`src/rtl/fifo_word_packer_if.sv`:
```
// Bus bundle between sync_fifo read port, fifo_word_packer and the packed-word consumer.
// master = packer view (reads the FIFO, drives the output stream); slave = environment view.
interface fifo_word_packer_if #(
    parameter int unsigned DATA_WIDTH = 8,
    parameter int unsigned RATIO      = 4
);
    localparam int unsigned WORD_W = DATA_WIDTH * RATIO;
    localparam int unsigned NB_W   = $clog2(RATIO + 1);

    logic                  fifo_empty;
    logic [DATA_WIDTH-1:0] fifo_rd_data;
    logic                  fifo_r_en;
    logic                  out_valid;
    logic                  out_ready;
    logic [WORD_W-1:0]     out_data;
    logic [NB_W-1:0]       out_nbytes;

    modport master (
        input  fifo_empty, fifo_rd_data, out_ready,
        output fifo_r_en, out_valid, out_data, out_nbytes
    );

    modport slave (
        output fifo_empty, fifo_rd_data, out_ready,
        input  fifo_r_en, out_valid, out_data, out_nbytes
    );
endinterface

```
`src/rtl/fifo_word_packer.sv`:
```
// Drains byte entries from sync_fifo and packs RATIO of them into one little-endian word.
// Optional partial-word flush after an idle timeout: define FIFO_PACK_TIMEOUT_EN.
module fifo_word_packer #(
    parameter int unsigned DATA_WIDTH = 8,
    parameter int unsigned RATIO      = 4,
    parameter int unsigned TIMEOUT    = 16
) (
    input  logic clk,
    input  logic rst,
    fifo_word_packer_if.master bus
);
    localparam int unsigned WORD_W = DATA_WIDTH * RATIO;
    localparam int unsigned CNT_W  = $clog2(RATIO + 1);

    logic [CNT_W-1:0]  cnt;
    logic              pend;
    logic [WORD_W-1:0] asm_q;
    logic              slot_free;
    logic              full;
    logic              xfer;
    logic              flush;

    // Issue a read only if the entry (plus any in flight) still fits the assembly register.
    always_comb begin
        slot_free     = !bus.out_valid || bus.out_ready;
        full          = (cnt == CNT_W'(RATIO));
        xfer          = full && slot_free;
        bus.fifo_r_en = !rst && !bus.fifo_empty &&
                        (((CNT_W+1)'(cnt) + (CNT_W+1)'(pend)) < (CNT_W+1)'(RATIO));
    end

`ifdef FIFO_PACK_TIMEOUT_EN
    localparam int unsigned TMR_W = $clog2(TIMEOUT + 1);

    logic [TMR_W-1:0] idle_q;

    // Flush waits for an idle partial word with nothing in flight and a free slot.
    always_comb begin
        flush = (idle_q == TMR_W'(TIMEOUT)) && (cnt != '0) && !full && !pend && slot_free;
    end

    always_ff @(posedge clk) begin
        if (rst) begin
            idle_q <= '0;
        end else if (pend || flush || xfer) begin
            idle_q <= '0;
        end else if ((cnt != '0) && bus.fifo_empty && (idle_q != TMR_W'(TIMEOUT))) begin
            idle_q <= idle_q + TMR_W'(1);
        end
    end
`else
    always_comb begin
        flush = 1'b0;
    end
`endif

    // Assembly, pending-read tracking and output slot.
    always_ff @(posedge clk) begin
        if (rst) begin
            cnt            <= '0;
            pend           <= 1'b0;
            asm_q          <= '0;
            bus.out_valid  <= 1'b0;
            bus.out_data   <= '0;
            bus.out_nbytes <= '0;
        end else begin
            pend <= bus.fifo_r_en;
            if (xfer || flush) begin
                bus.out_data   <= asm_q;
                bus.out_nbytes <= xfer ? CNT_W'(RATIO) : cnt;
                bus.out_valid  <= 1'b1;
                cnt            <= '0;
                asm_q          <= '0;
            end else begin
                if (bus.out_ready) begin
                    bus.out_valid <= 1'b0;
                end
                if (pend) begin
                    asm_q[int'(cnt)*DATA_WIDTH +: DATA_WIDTH] <= bus.fifo_rd_data;
                    cnt <= cnt + CNT_W'(1);
                end
            end
        end
    end
endmodule

```
`src/flat_wrapper.sv`:
```
// flat-port wrapper written by rule: the top's interface ports become plain ports
module fifo_word_packer_flat 
#(
    parameter int unsigned DATA_WIDTH = 8,
    parameter int unsigned RATIO      = 4,
    parameter int unsigned TIMEOUT    = 16
)
  (clk, rst, bus_fifo_empty, bus_fifo_rd_data, bus_out_ready, bus_fifo_r_en, bus_out_valid, bus_out_data, bus_out_nbytes);
  fifo_word_packer_if #(.DATA_WIDTH(DATA_WIDTH), .RATIO(RATIO)) bus_i ();
  input  logic clk;
  input  logic rst;
  input wire logic [$bits(bus_i.fifo_empty)-1:0] bus_fifo_empty;
  input wire logic [$bits(bus_i.fifo_rd_data)-1:0] bus_fifo_rd_data;
  input wire logic [$bits(bus_i.out_ready)-1:0] bus_out_ready;
  output wire logic [$bits(bus_i.fifo_r_en)-1:0] bus_fifo_r_en;
  output wire logic [$bits(bus_i.out_valid)-1:0] bus_out_valid;
  output wire logic [$bits(bus_i.out_data)-1:0] bus_out_data;
  output wire logic [$bits(bus_i.out_nbytes)-1:0] bus_out_nbytes;
  assign bus_i.fifo_empty = bus_fifo_empty;
  assign bus_i.fifo_rd_data = bus_fifo_rd_data;
  assign bus_i.out_ready = bus_out_ready;
  assign bus_fifo_r_en = bus_i.fifo_r_en;
  assign bus_out_valid = bus_i.out_valid;
  assign bus_out_data = bus_i.out_data;
  assign bus_out_nbytes = bus_i.out_nbytes;
  fifo_word_packer #(.DATA_WIDTH(DATA_WIDTH), .RATIO(RATIO), .TIMEOUT(TIMEOUT)) u_core (.clk(clk), .rst(rst), .bus(bus_i));
endmodule
```
`config.mk`:
```
export PLATFORM = sky130hd
export DESIGN_NAME = fifo_word_packer_flat
export DESIGN_NICKNAME = d
export VERILOG_FILES = /design/src/rtl/fifo_word_packer_if.sv /design/src/rtl/fifo_word_packer.sv /design/src/flat_wrapper.sv
export SDC_FILE = /design/constraint.sdc
export NUM_CORES = 1
export LEC_CHECK = 0
export BUFFER_PORTS_ARGS = -buffer_cell sky130_fd_sc_hd__buf_2
export CORE_AREA = 2 2 74 76
export DETAILED_ROUTE_END_ITERATION = 6
export DIE_AREA = 0 0 76 78
export PLACE_DENSITY = 0.82
export REMOVE_ABC_BUFFERS = 1
export SYNTH_ARGS = -nofsm -noshare
export SYNTH_HDL_FRONTEND = slang
export SYNTH_SLANG_ARGS = --single-unit
```
`constraint.sdc`:
```
create_clock -name clk -period 4.15 [get_ports clk]
set_clock_uncertainty 0.1 [all_clocks]
set_input_delay 1.245 -clock clk [delete_from_list [all_inputs] [get_ports clk]]
set_output_delay 1.245 -clock clk [all_outputs]
set_load 0.01 [all_outputs]
```
==> results_dict.tcl <==
set metrics [dict create \
    overflow 0 \
    routed_wl_microns 6671 \
    fp.dieW_microns 76 \
    crit_end "bus_fifo_r_en" \
    worstPathArrival_ns 1.78 \
    whs_path_depth 2 \
    final_cell_mix "dfxtp_1 (70), nand3_1 (51), buf_2 (46)" \
    num_antenna_cells 0 \
    fin_tns_setup_ns 0 \
    yosysUniqueCellTypes 34 \
    final_antenna_net_count 0 \
    switching_share 0.2222 \
    crit_type "input pin to output port" \
    synth_area_leader_cell "dfxtp_1" \
    hold_viol_final 0 \
    pwr-share-clk 0.466 \
    slew_viol_final 0 \
    port_buffers 46 \
    intPower_w 0.001118 \
    synth_cells 339 \
    hpwlAfterDp_microns 4160 \
    worstSetupStartpoint "rst" \
    die_h_microns 78 \
    core_area_sq_um 5042 \
    via_per_inst 5.681 \
    rsz0062_at_grt "no" \
    die_area_sq_um 5928 \
    grt_first_pass_wirelength_microns 11670 \
    synth-compound-area-share 0.2146 \
    synthAdderAreaFrac 0.02940 \
    drt-wirelength-per-cell_microns 15.09 \
    endpoint_kind "output port" \
    finalInstanceArea_sq_um 3393 \
    grt_max_degree 37 \
    top_layer "met4" \
    p_leak_nw 1.237 \
    cts_hold_buf 0 \
    seqPwrFrac 0.477 \
    clk_pin_slew_worst_paths_ns 0.07 \
    dpl_cell_area_sq_um 3147 \
    ir_drop_mv 0.3063 \
    finalSetupViolCount 0 \
    final_layout_size_suffix_gt1_frac 0.2688 \
    syn_area_sq_um 2979 \
    syn_area_per_cell_sq_um 8.788 \
    vias 2511 \
    yosysWarningCount 0 \
    gp_congestion 0.8177 \
    ys_seq_elements 70 \
    synth_top_family_by_area "compound AO/OA/AOI/OAI gates" \
    period_needed_ns 3.129 \
    drtIter0Drc 180 \
    cts.htree.levels 3 \
    synth.mux.area_fraction 0.003360 \
    cts_root_buffer "clkbuf_8" \
    io_pins 49 \
    placementRows 26 \
    pwr-share-comb 0.057 \
    drc 0 \
    max-slew-margin-rel 0.2402 \
    antenna_found_initial 0 \
    clk_latency_ns 0.34 \
    cts_tree "yes" \
    track_usage 0.2483 \
    r2r_start "u_core.cnt[0]" \
    power.net_switching_w 0.0003193 \
    area_growth_pct 13.90 \
    final_common_cell "dfxtp_1" \
    synth-xor-area-share 0.005880 \
    wl_met2_microns 3224 \
    firstDrtPassIters 4 \
    cts.path.max_buffers 2 \
    critPathMaxFanout 2 \
    yosys-top-cells-area "dfxtp_1 (47%), nand3_1 (8.6%), a21oi_2 (7.9%)" \
    m1WireLength_microns 2854 \
    cts_buffers 9 \
    fmax_ghz 0.3196 \
    yosysSeqAreaShare 0.4704 \
    reg2reg_slack_ns 1.45 \
    fin_nets 386 \
    r2r_cells 5 \
    maxCapViolCount 0 \
    synth_simple_gate_area_share 0.2058 \
    clock-sinks 70 \
    hp-class "flop to flop" \
    post-cts-setup-buffers 0 \
    yosysTopAreaCellShare 0.4704 \
    outcome "finished clean" \
    r2r_end "u_core.asm_q[4]" \
    tightestPinTransition_ns 1.124 \
    min_period_over_period 0.7540 \
    start_util 0.5908 \
    p_per_area_nw_per_um2 423.4 \
    start_kind "input pin" \
    grt_pass1_vias 2418 \
    post_cts_resized 0 \
    cp.required_ns 2.80 \
    routed-wl-met3_microns 465 \
]
==> synth_stat cells <==
master / count
a21o_1: 1
a21oi_1: 39
a21oi_2: 27
and2_1: 1
and2b_1: 1
and3_1: 4
buf_1: 3
buf_2: 7
buf_4: 3
buf_6: 5
clkbuf_1: 15
clkbuf_2: 2
conb_1: 1
dfxtp_1: 70
ha_1: 7
inv_1: 4
mux2i_1: 1
nand2_1: 25
nand2b_4: 1
nand3_1: 51
nand4_1: 8
nand4b_1: 8
nand4bb_1: 1
nor2_1: 1
nor2_2: 3
nor2b_1: 2
nor3_2: 1
nor4_1: 2
nor4bb_1: 1
o21ai_0: 32
o21ai_1: 8
or2_2: 1
or3_1: 1
xnor2_1: 2
==> power groups by stage <==
stage | registers (W) | logic (W) | clock network (W)
3_3_place_gp | 0.000700 | 0.0000771 | 0
6_report | 0.000685 | 0.0000818 | 0.000670
4_1_cts | 0.000685 | 0.0000808 | 0.000678
5_1_grt | 0.000686 | 0.0000890 | 0.000713
3_5_place_dp | 0.000700 | 0.0000796 | 0
2_1_floorplan | 0.000698 | 0.0000492 | 0
==> sequential cells by signal, summed over array words and instances, names as in the netlist <==
register	flops
u_core.cnt	3
u_core.asm_q	32
u_core.bus.out_valid	1
u_core.pend	1
u_core.bus.out_nbytes	1
u_core.bus.out_data	32
==> per-stage QoR <==
stage	worst slack [ns]	utilization	hold slack (ns)	std cells	total power [W]
3_5_place_dp	1.014	0.6241	0.3495	426	0.0007799
3_3_place_gp	1.032	0.6241	0.3484	426	0.0007771
5_1_grt	0.9801	0.6730	0.3816	442	0.001488
6_report	1.021	0.6730	0.3648	442	0.001437
2_1_floorplan	1.127	-	0.3321	305	0.0007475
4_1_cts	1.005	0.6730	0.3653	442	0.001443
==> routing by layer <==
layer / GRT usage / up-vias
met4: 0.09455 / 0
met3: 0.05814 / 12
li1: - / 1246
met1: 0.3125 / 1171
met2: 0.4161 / 82
met5: 0 / -
==> final cells by class <==
| type | count | area [sq um] |
|---|---|---|
| tap | 70 | 87.58 |
| timing repair buffer | 51 | 267.8 |
| inverter | 4 | 15.01 |
| clock inverter | 6 | 108.9 |
| clock buffer | 10 | 137.6 |
| sequential | 70 | 1401 |
| multi-input combinational | 231 | 1375 |
| fill | 423 | 1649 |
==> cell families (layout without fill, tap and decap cells) <==
| kind of cell | Yosys count | count (layout) |
|---|---|---|
| buffers and inverters | 39 | 71 |
| AND/OR/NAND/NOR | 112 | 112 |
| adder cells (fa/ha/maj) | 7 | 7 |
| other | 1 | 2 |
| multiplexers | 1 | 1 |
| XOR/XNOR | 2 | 2 |
| AO/OA/AOI/OAI | 107 | 107 |
| flip-flops | 70 | 70 |
==> worst min-delay path by stage <==
stage / startpoint / end / slack (ns)
final: u_core.asm_q[26] / u_core.asm_q[26] / 0.36
after global routing: u_core.asm_q[31] / u_core.asm_q[31] / 0.38
after CTS: u_core.asm_q[15] / u_core.asm_q[15] / 0.37
after detailed placement: u_core.bus.out_nbytes[2] / u_core.bus.out_nbytes[2] / 0.35
after global placement: u_core.asm_q[20] / u_core.asm_q[20] / 0.35
after floorplan: u_core.asm_q[31] / u_core.asm_q[31] / 0.33
==> critical path, cell delays in order <==
cell    delay [ns]
buf_2         0.11
nor4_1        0.25
buf_2         0.17
Note: power is estimated with default switching activity, not from simulation.
